### src/rtl/store_axi_wr_if.sv
// Single-beat AXI write channel bundle (AW, W, B) between a store master and memory.
// Latency: none, wires only.
// Backpressure: awready/wready/bvalid from the slave gate the master's handshakes.
interface store_axi_wr_if;
    logic [3:0]  awid;
    logic [31:0] awaddr;
    logic [7:0]  awlen;
    logic [2:0]  awsize;
    logic [1:0]  awburst;
    logic        awvalid;
    logic        awready;
    logic [3:0]  wid;
    logic [31:0] wdata;
    logic [3:0]  wstrb;
    logic        wlast;
    logic        wvalid;
    logic        wready;
    logic [3:0]  bid;
    logic [1:0]  bresp;
    logic        bvalid;
    logic        bready;

    modport master (
        output awid, awaddr, awlen, awsize, awburst, awvalid,
        output wid, wdata, wstrb, wlast, wvalid,
        output bready,
        input  awready, wready, bid, bresp, bvalid
    );

    modport slave (
        input  awid, awaddr, awlen, awsize, awburst, awvalid,
        input  wid, wdata, wstrb, wlast, wvalid,
        input  bready,
        output awready, wready, bid, bresp, bvalid
    );
endinterface

### src/rtl/store_axi_wr.sv
// Store-side AXI write master: formats a MEM-stage store and issues one single-beat AW/W/B write.
// Latency: 3 cycles request-to-done with ready slave (2 with STORE_POSTED_EN, B tracked in background).
// Backpressure: st_stall holds the pipeline until DONE; AW/W held valid until their ready.
module store_axi_wr #(
    parameter logic [3:0] AXI_ID = 4'd1
) (
    input  logic                  cpu_clk_50M,
    input  logic                  cpu_rst_n,
    input  logic                  st_req,
    input  logic [31:0]           st_addr,
    input  logic [3:0]            st_we,
    input  logic [31:0]           st_rt,
    output logic                  st_stall,
    output logic                  st_berr,
    store_axi_wr_if.master        axi
);

    typedef enum logic [1:0] {IDLE, ADDR, RESP, DONE} state_t;

    typedef struct packed {
        logic [31:0] addr;
        logic [31:0] data;
        logic [3:0]  strb;
        logic [2:0]  size;
    } wr_cmd_t;

    state_t  state;
    wr_cmd_t cmd;
    wr_cmd_t fmt;
    logic    legal_we;
    logic    legal;
    logic    accept;
    logic    aw_fin;
    logic    w_fin;
    logic    unused_bid;

    always_comb begin
        case (st_we)
            4'b1111, 4'b1000, 4'b0100, 4'b0010,
            4'b0001, 4'b1100, 4'b0011: legal_we = 1'b1;
            default:                   legal_we = 1'b0;
        endcase
    end

    assign legal    = st_req & legal_we;
    assign st_stall = legal & (state != DONE);

    // kseg0/kseg1 strip to physical; everything else passes through untranslated
    always_comb begin
        fmt.addr = (st_addr[31:30] == 2'b10) ? {3'b000, st_addr[28:0]} : st_addr;
        fmt.strb = {st_we[0], st_we[1], st_we[2], st_we[3]};
        case (st_we)
            4'b1111: begin
                fmt.data = st_rt;
                fmt.size = 3'd2;
            end
            4'b1100, 4'b0011: begin
                fmt.data = {2{st_rt[15:0]}};
                fmt.size = 3'd1;
            end
            default: begin
                fmt.data = {4{st_rt[7:0]}};
                fmt.size = 3'd0;
            end
        endcase
    end

    // A channel counts as finished if it already completed or completes this cycle
    assign aw_fin = ~axi.awvalid | axi.awready;
    assign w_fin  = ~axi.wvalid  | axi.wready;

`ifdef STORE_POSTED_EN
    logic b_pending;
    logic b_hs;

    assign b_hs       = axi.bvalid & axi.bready;
    assign accept     = legal & (~b_pending | b_hs);
    assign axi.bready = b_pending | (state == RESP);
    assign st_berr    = b_hs & (axi.bresp != 2'b00);
`else
    logic berr_q;

    assign accept     = legal;
    assign axi.bready = (state == RESP);
    assign st_berr    = berr_q;
`endif

    always_ff @(posedge cpu_clk_50M or negedge cpu_rst_n) begin
        if (!cpu_rst_n) begin
            state       <= IDLE;
            axi.awvalid <= 1'b0;
            axi.wvalid  <= 1'b0;
            cmd         <= '0;
`ifdef STORE_POSTED_EN
            b_pending   <= 1'b0;
`else
            berr_q      <= 1'b0;
`endif
        end else begin
`ifdef STORE_POSTED_EN
            if (b_hs) begin
                b_pending <= 1'b0;
            end
`else
            berr_q <= 1'b0;
`endif
            case (state)
                IDLE: begin
                    if (accept) begin
                        cmd         <= fmt;
                        axi.awvalid <= 1'b1;
                        axi.wvalid  <= 1'b1;
                        state       <= ADDR;
                    end
                end
                ADDR: begin
                    if (axi.awready) begin
                        axi.awvalid <= 1'b0;
                    end
                    if (axi.wready) begin
                        axi.wvalid <= 1'b0;
                    end
                    if (aw_fin & w_fin) begin
`ifdef STORE_POSTED_EN
                        b_pending <= 1'b1;
                        state     <= DONE;
`else
                        state     <= RESP;
`endif
                    end
                end
                RESP: begin
                    if (axi.bvalid) begin
`ifndef STORE_POSTED_EN
                        berr_q <= (axi.bresp != 2'b00);
`endif
                        state  <= DONE;
                    end
                end
                DONE: begin
                    state <= IDLE;
                end
                default: begin
                    state <= IDLE;
                end
            endcase
        end
    end

    assign axi.awid    = AXI_ID;
    assign axi.wid     = AXI_ID;
    assign axi.awlen   = 8'd0;
    assign axi.awburst = 2'b01;
    assign axi.wlast   = 1'b1;
    assign axi.awaddr  = cmd.addr;
    assign axi.awsize  = cmd.size;
    assign axi.wdata   = cmd.data;
    assign axi.wstrb   = cmd.strb;

    assign unused_bid  = ^axi.bid;

endmodule

### src/flat_wrapper.sv
// flat-port wrapper written by rule: the top's interface ports become plain ports
module store_axi_wr_flat 
#(
    parameter logic [3:0] AXI_ID = 4'd1
)
  (cpu_clk_50M, cpu_rst_n, st_req, st_addr, st_we, st_rt, st_stall, st_berr, axi_awid, axi_awaddr, axi_awlen, axi_awsize, axi_awburst, axi_awvalid, axi_wid, axi_wdata, axi_wstrb, axi_wlast, axi_wvalid, axi_bready, axi_awready, axi_wready, axi_bid, axi_bresp, axi_bvalid);
  store_axi_wr_if axi_i ();
  input  logic cpu_clk_50M;
  input  logic cpu_rst_n;
  input  logic st_req;
  input  logic [31:0] st_addr;
  input  logic [3:0] st_we;
  input  logic [31:0] st_rt;
  output logic st_stall;
  output logic st_berr;
  output wire logic [$bits(axi_i.awid)-1:0] axi_awid;
  output wire logic [$bits(axi_i.awaddr)-1:0] axi_awaddr;
  output wire logic [$bits(axi_i.awlen)-1:0] axi_awlen;
  output wire logic [$bits(axi_i.awsize)-1:0] axi_awsize;
  output wire logic [$bits(axi_i.awburst)-1:0] axi_awburst;
  output wire logic [$bits(axi_i.awvalid)-1:0] axi_awvalid;
  output wire logic [$bits(axi_i.wid)-1:0] axi_wid;
  output wire logic [$bits(axi_i.wdata)-1:0] axi_wdata;
  output wire logic [$bits(axi_i.wstrb)-1:0] axi_wstrb;
  output wire logic [$bits(axi_i.wlast)-1:0] axi_wlast;
  output wire logic [$bits(axi_i.wvalid)-1:0] axi_wvalid;
  output wire logic [$bits(axi_i.bready)-1:0] axi_bready;
  input wire logic [$bits(axi_i.awready)-1:0] axi_awready;
  input wire logic [$bits(axi_i.wready)-1:0] axi_wready;
  input wire logic [$bits(axi_i.bid)-1:0] axi_bid;
  input wire logic [$bits(axi_i.bresp)-1:0] axi_bresp;
  input wire logic [$bits(axi_i.bvalid)-1:0] axi_bvalid;
  assign axi_awid = axi_i.awid;
  assign axi_awaddr = axi_i.awaddr;
  assign axi_awlen = axi_i.awlen;
  assign axi_awsize = axi_i.awsize;
  assign axi_awburst = axi_i.awburst;
  assign axi_awvalid = axi_i.awvalid;
  assign axi_wid = axi_i.wid;
  assign axi_wdata = axi_i.wdata;
  assign axi_wstrb = axi_i.wstrb;
  assign axi_wlast = axi_i.wlast;
  assign axi_wvalid = axi_i.wvalid;
  assign axi_bready = axi_i.bready;
  assign axi_i.awready = axi_awready;
  assign axi_i.wready = axi_wready;
  assign axi_i.bid = axi_bid;
  assign axi_i.bresp = axi_bresp;
  assign axi_i.bvalid = axi_bvalid;
  store_axi_wr #(.AXI_ID(AXI_ID)) u_core (.cpu_clk_50M(cpu_clk_50M), .cpu_rst_n(cpu_rst_n), .st_req(st_req), .st_addr(st_addr), .st_we(st_we), .st_rt(st_rt), .st_stall(st_stall), .st_berr(st_berr), .axi(axi_i));
endmodule
### config.mk
export PLATFORM = sky130hd
export DESIGN_NAME = store_axi_wr_flat
export DESIGN_NICKNAME = d
export VERILOG_FILES = /design/src/rtl/store_axi_wr_if.sv /design/src/rtl/store_axi_wr.sv /design/src/flat_wrapper.sv
export SDC_FILE = /design/constraint.sdc
export NUM_CORES = 1
export LEC_CHECK = 0
export ABC_AREA = 1
export CORE_UTILIZATION = 45
export CTS_CLUSTER_DIAMETER = 30
export CTS_CLUSTER_SIZE = 16
export DETAILED_ROUTE_END_ITERATION = 6
export DONT_BUFFER_PORTS = 1
export PLACE_DENSITY = 0.62
export SLEW_MARGIN = 20
export SYNTH_ARGS = -nofsm -noshare
export SYNTH_HDL_FRONTEND = slang
export SYNTH_SLANG_ARGS = --single-unit
### constraint.sdc
create_clock -name cpu_clk_50M -period 1.6 [get_ports cpu_clk_50M]
set_input_delay 0.4 -clock cpu_clk_50M [delete_from_list [all_inputs] [get_ports cpu_clk_50M]]
set_output_delay 0.4 -clock cpu_clk_50M [all_outputs]
set_load 0.02 [all_outputs]
* Word-level counts from Yosys, hierarchy flattened
Index checks and enable logic that the tools add are counted.
W data, S select, Z words.
** Cells by class
- Eq/ne operators :: 17
- Mux-type cells :: 15
- Bitwise logic cells :: 7
- Reduce and logical (&&, ||, !) cells :: 9
** Operators by type and width (count)
- $pmux W32 S2 :: 1
- $mux W32 :: 1
- $eq A4 B4 Y1 const B :: 3
- $reduce_and A3 Y1 :: 3
- $eq A4 B2 Y1 const B :: 2
- $pmux W2 S4 :: 1
- $reduce_or A7 Y1 :: 1
- $eq A2 B2 Y1 const B :: 3
- $mux W1 :: 6
- $mux W2 :: 3
- $ne A2 B1 Y1 const B :: 3
- $ne A2 B2 Y1 const B :: 3
- $eq A4 B1 Y1 const B :: 1
- $eq A4 B3 Y1 const B :: 1
- $pmux W1 S2 :: 2
- $pmux W2 S2 :: 1
- $reduce_bool A2 Y1 :: 2
- $and A1 B1 Y1 :: 3
- $eq A2 B1 Y1 const B :: 1
- $logic_not A2 Y1 :: 1
- $not A1 Y1 :: 2
- $or A1 B1 Y1 :: 2
- $reduce_and A2 Y1 :: 1
- $reduce_or A2 Y1 :: 1
** Word-level totals
- Register bits :: 76
- Output and inout port bits :: 95
- Word-level logic and storage cells :: 56

* Logic depth before layout (Yosys ltp)
- Depth after elaboration :: 6
- Depth in mapped cells :: 9
- Gate-level depth less buffers :: 9

* Least setup slack after synthesis
OpenSTA, ideal clock, no wires.
- Kind :: input-to-output
- Start :: input port st_we[2]
- End :: output port st_stall
- Arrival :: 1.007 ns
- Setup slack :: 0.193 ns
- Stages on the path :: 6
- Cell sequence :: nand2_1 -> inv_1 -> nand2_1 -> nand2_1 -> nand2_1 -> nor2_1
** Between the ends
- Cells in the longest elaborated chain, start to end :: 5
** Ends and longest elaborated chain
- start: declaration :: RTL line flat_wrapper.sv:12 : input logic [3:0] st_we;
- $eq A4 B4 Y1, or another cell as far along :: RTL line store_axi_wr.sv:38 : case (st_we)
- $reduce_or A7 Y1 (*) :: RTL line store_axi_wr.sv:38
- $mux W1 (*) :: RTL line store_axi_wr.sv:38
- $and A1 B1 Y1 (*) :: RTL line store_axi_wr.sv:45 : assign legal = st_req & legal_we;
- $and A1 B1 Y1 (*) :: RTL line store_axi_wr.sv:46 : assign st_stall = legal & (state != DONE);
- end: declaration :: RTL line flat_wrapper.sv:14 : output logic st_stall;
Mark *: on every way between the ends. The rest lies on a longest branch, timed or not.

* Worst setup path in the final report
- Start :: register u_core.state[0]
- End :: output port st_stall
** Between the ends
- Cells in the longest elaborated chain, start to end :: 2
** Ends and longest elaborated chain
- start: declaration :: RTL line store_axi_wr.sv:27 : state_t state;
- start signal: assignment :: RTL line store_axi_wr.sv:90 : state <= IDLE;
- start signal: assignment :: RTL line store_axi_wr.sv:113 : state <= ADDR;
- start signal: assignment :: RTL line store_axi_wr.sv:128 : state <= RESP;
- $ne A2 B2 Y1 :: RTL line store_axi_wr.sv:46
- $and A1 B1 Y1 :: RTL line store_axi_wr.sv:46
Every way passes these cells.

==> metrics.cfg <==
[grt]
grt_pass1_wl_mm=13.8
antenna_found_initial=0
met2_usage_pct=35.0
grtUsageTotal_pct=21.3
grt_max_degree=76
grtUsageMet3_pct=7.74
top_usage_layer=met2
grt_pass1_vias=2830
use_met1_pct=25.7
globalRouteOverflowTotal=0

[worst_setup_path]
critPathMaxStageDelay_ns=0.42
r2r-end=u_core.axi.wdata[10]
cp.required_ns=1.20
critPathKind=flop to output pin
end_kind=output pin
ff2ff_path_depth=7
cp_top_family=flip-flops
r2r_start=u_core.state[1]
reg2reg_slack_ns=0.13
cp_cell_sequence=ha_2 -> nor2_2 -> buf_4
path_max_fanout=3
critical_path_buf_inv_count=1
critical_path_arrival_ns=1.19
slowest_stage=dfrtp_1
start_kind=flop

[synthesis]
syn_avg_cell_area_sq_um=7.80
synth-xor-area-share_pct=0
synth_top_area_cell=dfrtp_1
syn_area_sq_mm=0.00353
synth_area_leaders=dfrtp_1 (53%), nand2_1 (27%), nand3_1 (6.1%)
synth_top_family_by_area=simple AND/OR/NAND/NOR gates
synth-edff-count=0
synth.most_common_cell=nand2_1
synthAdderAreaFrac_pct=1.77
synthMuxAreaShare_pct=0
synth_compound_gate_area_share_pct=1.98
yosysSeqAreaShare_pct=53.1
syn_inst=453
synthSimpleGateAreaFrac_pct=34.3
ys_types=16
synthDominantCellAreaShare_pct=53.1
synth_commonest_cells=nand2_1 (250), dfrtp_1 (75), nand3_1 (43)
synthArstFlopShare_pct=100
synthFlopType=dfrtp_1
yosys_warnings=0
synth-seq-cells=75

[sta]
finalSetupViolCount=0
post-route-min-period_ns=1.59
finalMaxSlewViolations=0
tns_ns=0
hold_violations=75
rsz0062_at_grt=true
clock_skew_ns=0.00626
holdWs_ns=-0.254
finalCritPeriodShare_pct=99.5
fmax_mhz=628

[power]
combPwrFrac_pct=21.0
swShare_pct=43.0
clkPwrFrac_pct=22.3
internal_power_mw=4.46
leakagePower_nw=2.12
seqPwrFrac_pct=56.7
p_switching_mw=3.37
powerDensity_mw_per_mm2=2020
vdd_drop_max_mv=0.941

[floorplan]
core_sq_mm=0.00741
die_y_um=90.6
io_pins=175
start_util_pct=47.7
dieArea_sq_mm=0.00821
die_w_um=90.6
rows=31

[hold_path]
min_path_type=input port to async pin

[placed_design]
hpwl_mm=5.80
dpl_cell_area_sq_mm=0.00357
io_buffers=0
gp_congestion=0.776

[cells_and_area]
area_growth_pct=9.49
ff_latch_area_sq_mm=0.00188
final_area_sq_mm=0.00387
antennaDiodeCount=0
layout.nets=541
fill_cells=728
drive_gt1_share_pct=8.03
multi_input_area_sq_mm=0.00143

[cts]
root_buffer=clkbuf_8
cts_tree=done
path_clk_slew_ns=0.08
numCtsBuffers=9
cts_num_sinks=75
insertion_delay_ns=0.34
cts_buffer_depth=2
htree_levels=3

[status]
status=finished with violations
violations=negative hold slack

[route]
wl_per_cell_um=15.0
drtIter0Drc=110
antenna_left=0
num_vias=2817
first_pass_iters=4
drc=0
drt-vias-per-instance=5.03
wl_mm=8.42

[flow_run]
cap_violations=0

==> stage by stage <==
stage	std cells	utilization [%]	hold WS [ns]	setup WS (ns)	power, mW
5_1_grt	560	52.2	-0.284	-0.0604	8.40
4_1_cts	559	51.6	-0.277	-0.0281	7.87
6_report	560	52.2	-0.254	0.00860	7.83
2_1_floorplan	471	-	0.104	0.193	5.60
3_3_place_gp	542	48.2	0.106	0.173	5.97
3_5_place_dp	542	48.2	0.106	0.124	6.06
==> kinds of logic (layout without fill, tap and decap cells) <==
family / count (synthesis) / after routing
buf+inv: 52 / 42
simple gates: 305 / 305
compound gates: 14 / 14
fa+ha+maj: 5 / 5
other cells: 2 / 20
flops: 75 / 75
==> routing by layer <==
metal	wire length, um	share of wire, %
met4	133	1.6
met1	3410	40
met3	827	9.8
met2	4050	48
met5	0	0
==> timing repair <==
| action | 4_1_cts | 5_1_grt |
|---|---|---|
| resized for setup | 1 | 9 |
| endpoints found under the setup margin | 2 | 42 |
| pin swaps | 1 | 1 |
| endpoints found under the hold margin | 75 | 75 |
| gates cloned | 0 | 1 |
| buffers inserted | 1 | 0 |
==> how the worst max path moves through the flow <==
stage	startpoint	end	slack, ns	depth (start not counted)
CTS	u_core.state[0]	axi_bready	-0.03	3
global placement	u_core.state[0]	u_core.axi.wdata[27]	0.17	7
finish	u_core.state[0]	st_stall	0.009	3
global route	u_core.state[1]	st_stall	-0.06	3
detailed placement	u_core.state[0]	u_core.axi.wdata[31]	0.12	7
floorplan	st_we[2]	st_stall	0.19	6
==> power by group through the flow <==
stage | clock, mW | combinational [mW] | sequential [mW]
after global placement | 0 | 1.50 | 4.47
after global routing | 1.87 | 1.98 | 4.55
after CTS | 1.80 | 1.61 | 4.45
final | 1.74 | 1.65 | 4.44
after floorplan | 0 | 1.33 | 4.27
after detailed placement | 0 | 1.59 | 4.47
==> worst register-to-register path, delay by kind of cell, from the launching register on <==
family	cells	cell delay, ns
adders and majority gates	1	0.23
DFF	1	0.42
buffers and inverters	3	0.46
and+or+nand+nor	3	0.28
==> layout by cell type (no fill, tap or decap), types with 2 or more instances in the layout <==
cell type  instances
bufinv_16          3
nand2_1          250
conb_1            20
nor2_1             8
ha_1               2
buf_12             2
buf_6              2
dfrtp_1           75
clkbuf_8           9
a21oi_1            2
inv_1             12
ha_2               3
nand3_1           43
buf_4              7
o21ai_0           10
==> area by class of cell <==
cell class | count | area share [%]
flip-flops and latches | 75 | 48.5
multi-input cells | 344 | 37.0
repair buffers | 12 | 3.62
clock buffers | 10 | 3.30
well taps | 99 | 3.20
clock inverters | 6 | 2.91
inverters | 14 | 1.42
==> flip-flops by register name, summed over array words and instances (netlist names) <==
register            flops
u_core.axi.awaddr      32
u_core.axi.wdata       32
u_core.axi.wstrb        4
u_core.axi.wvalid       1
u_core.st_berr          1
u_core.axi.awvalid      1
u_core.axi.awsize       2
u_core.state            2
No activity file was read; power rests on OpenSTA's default activity.
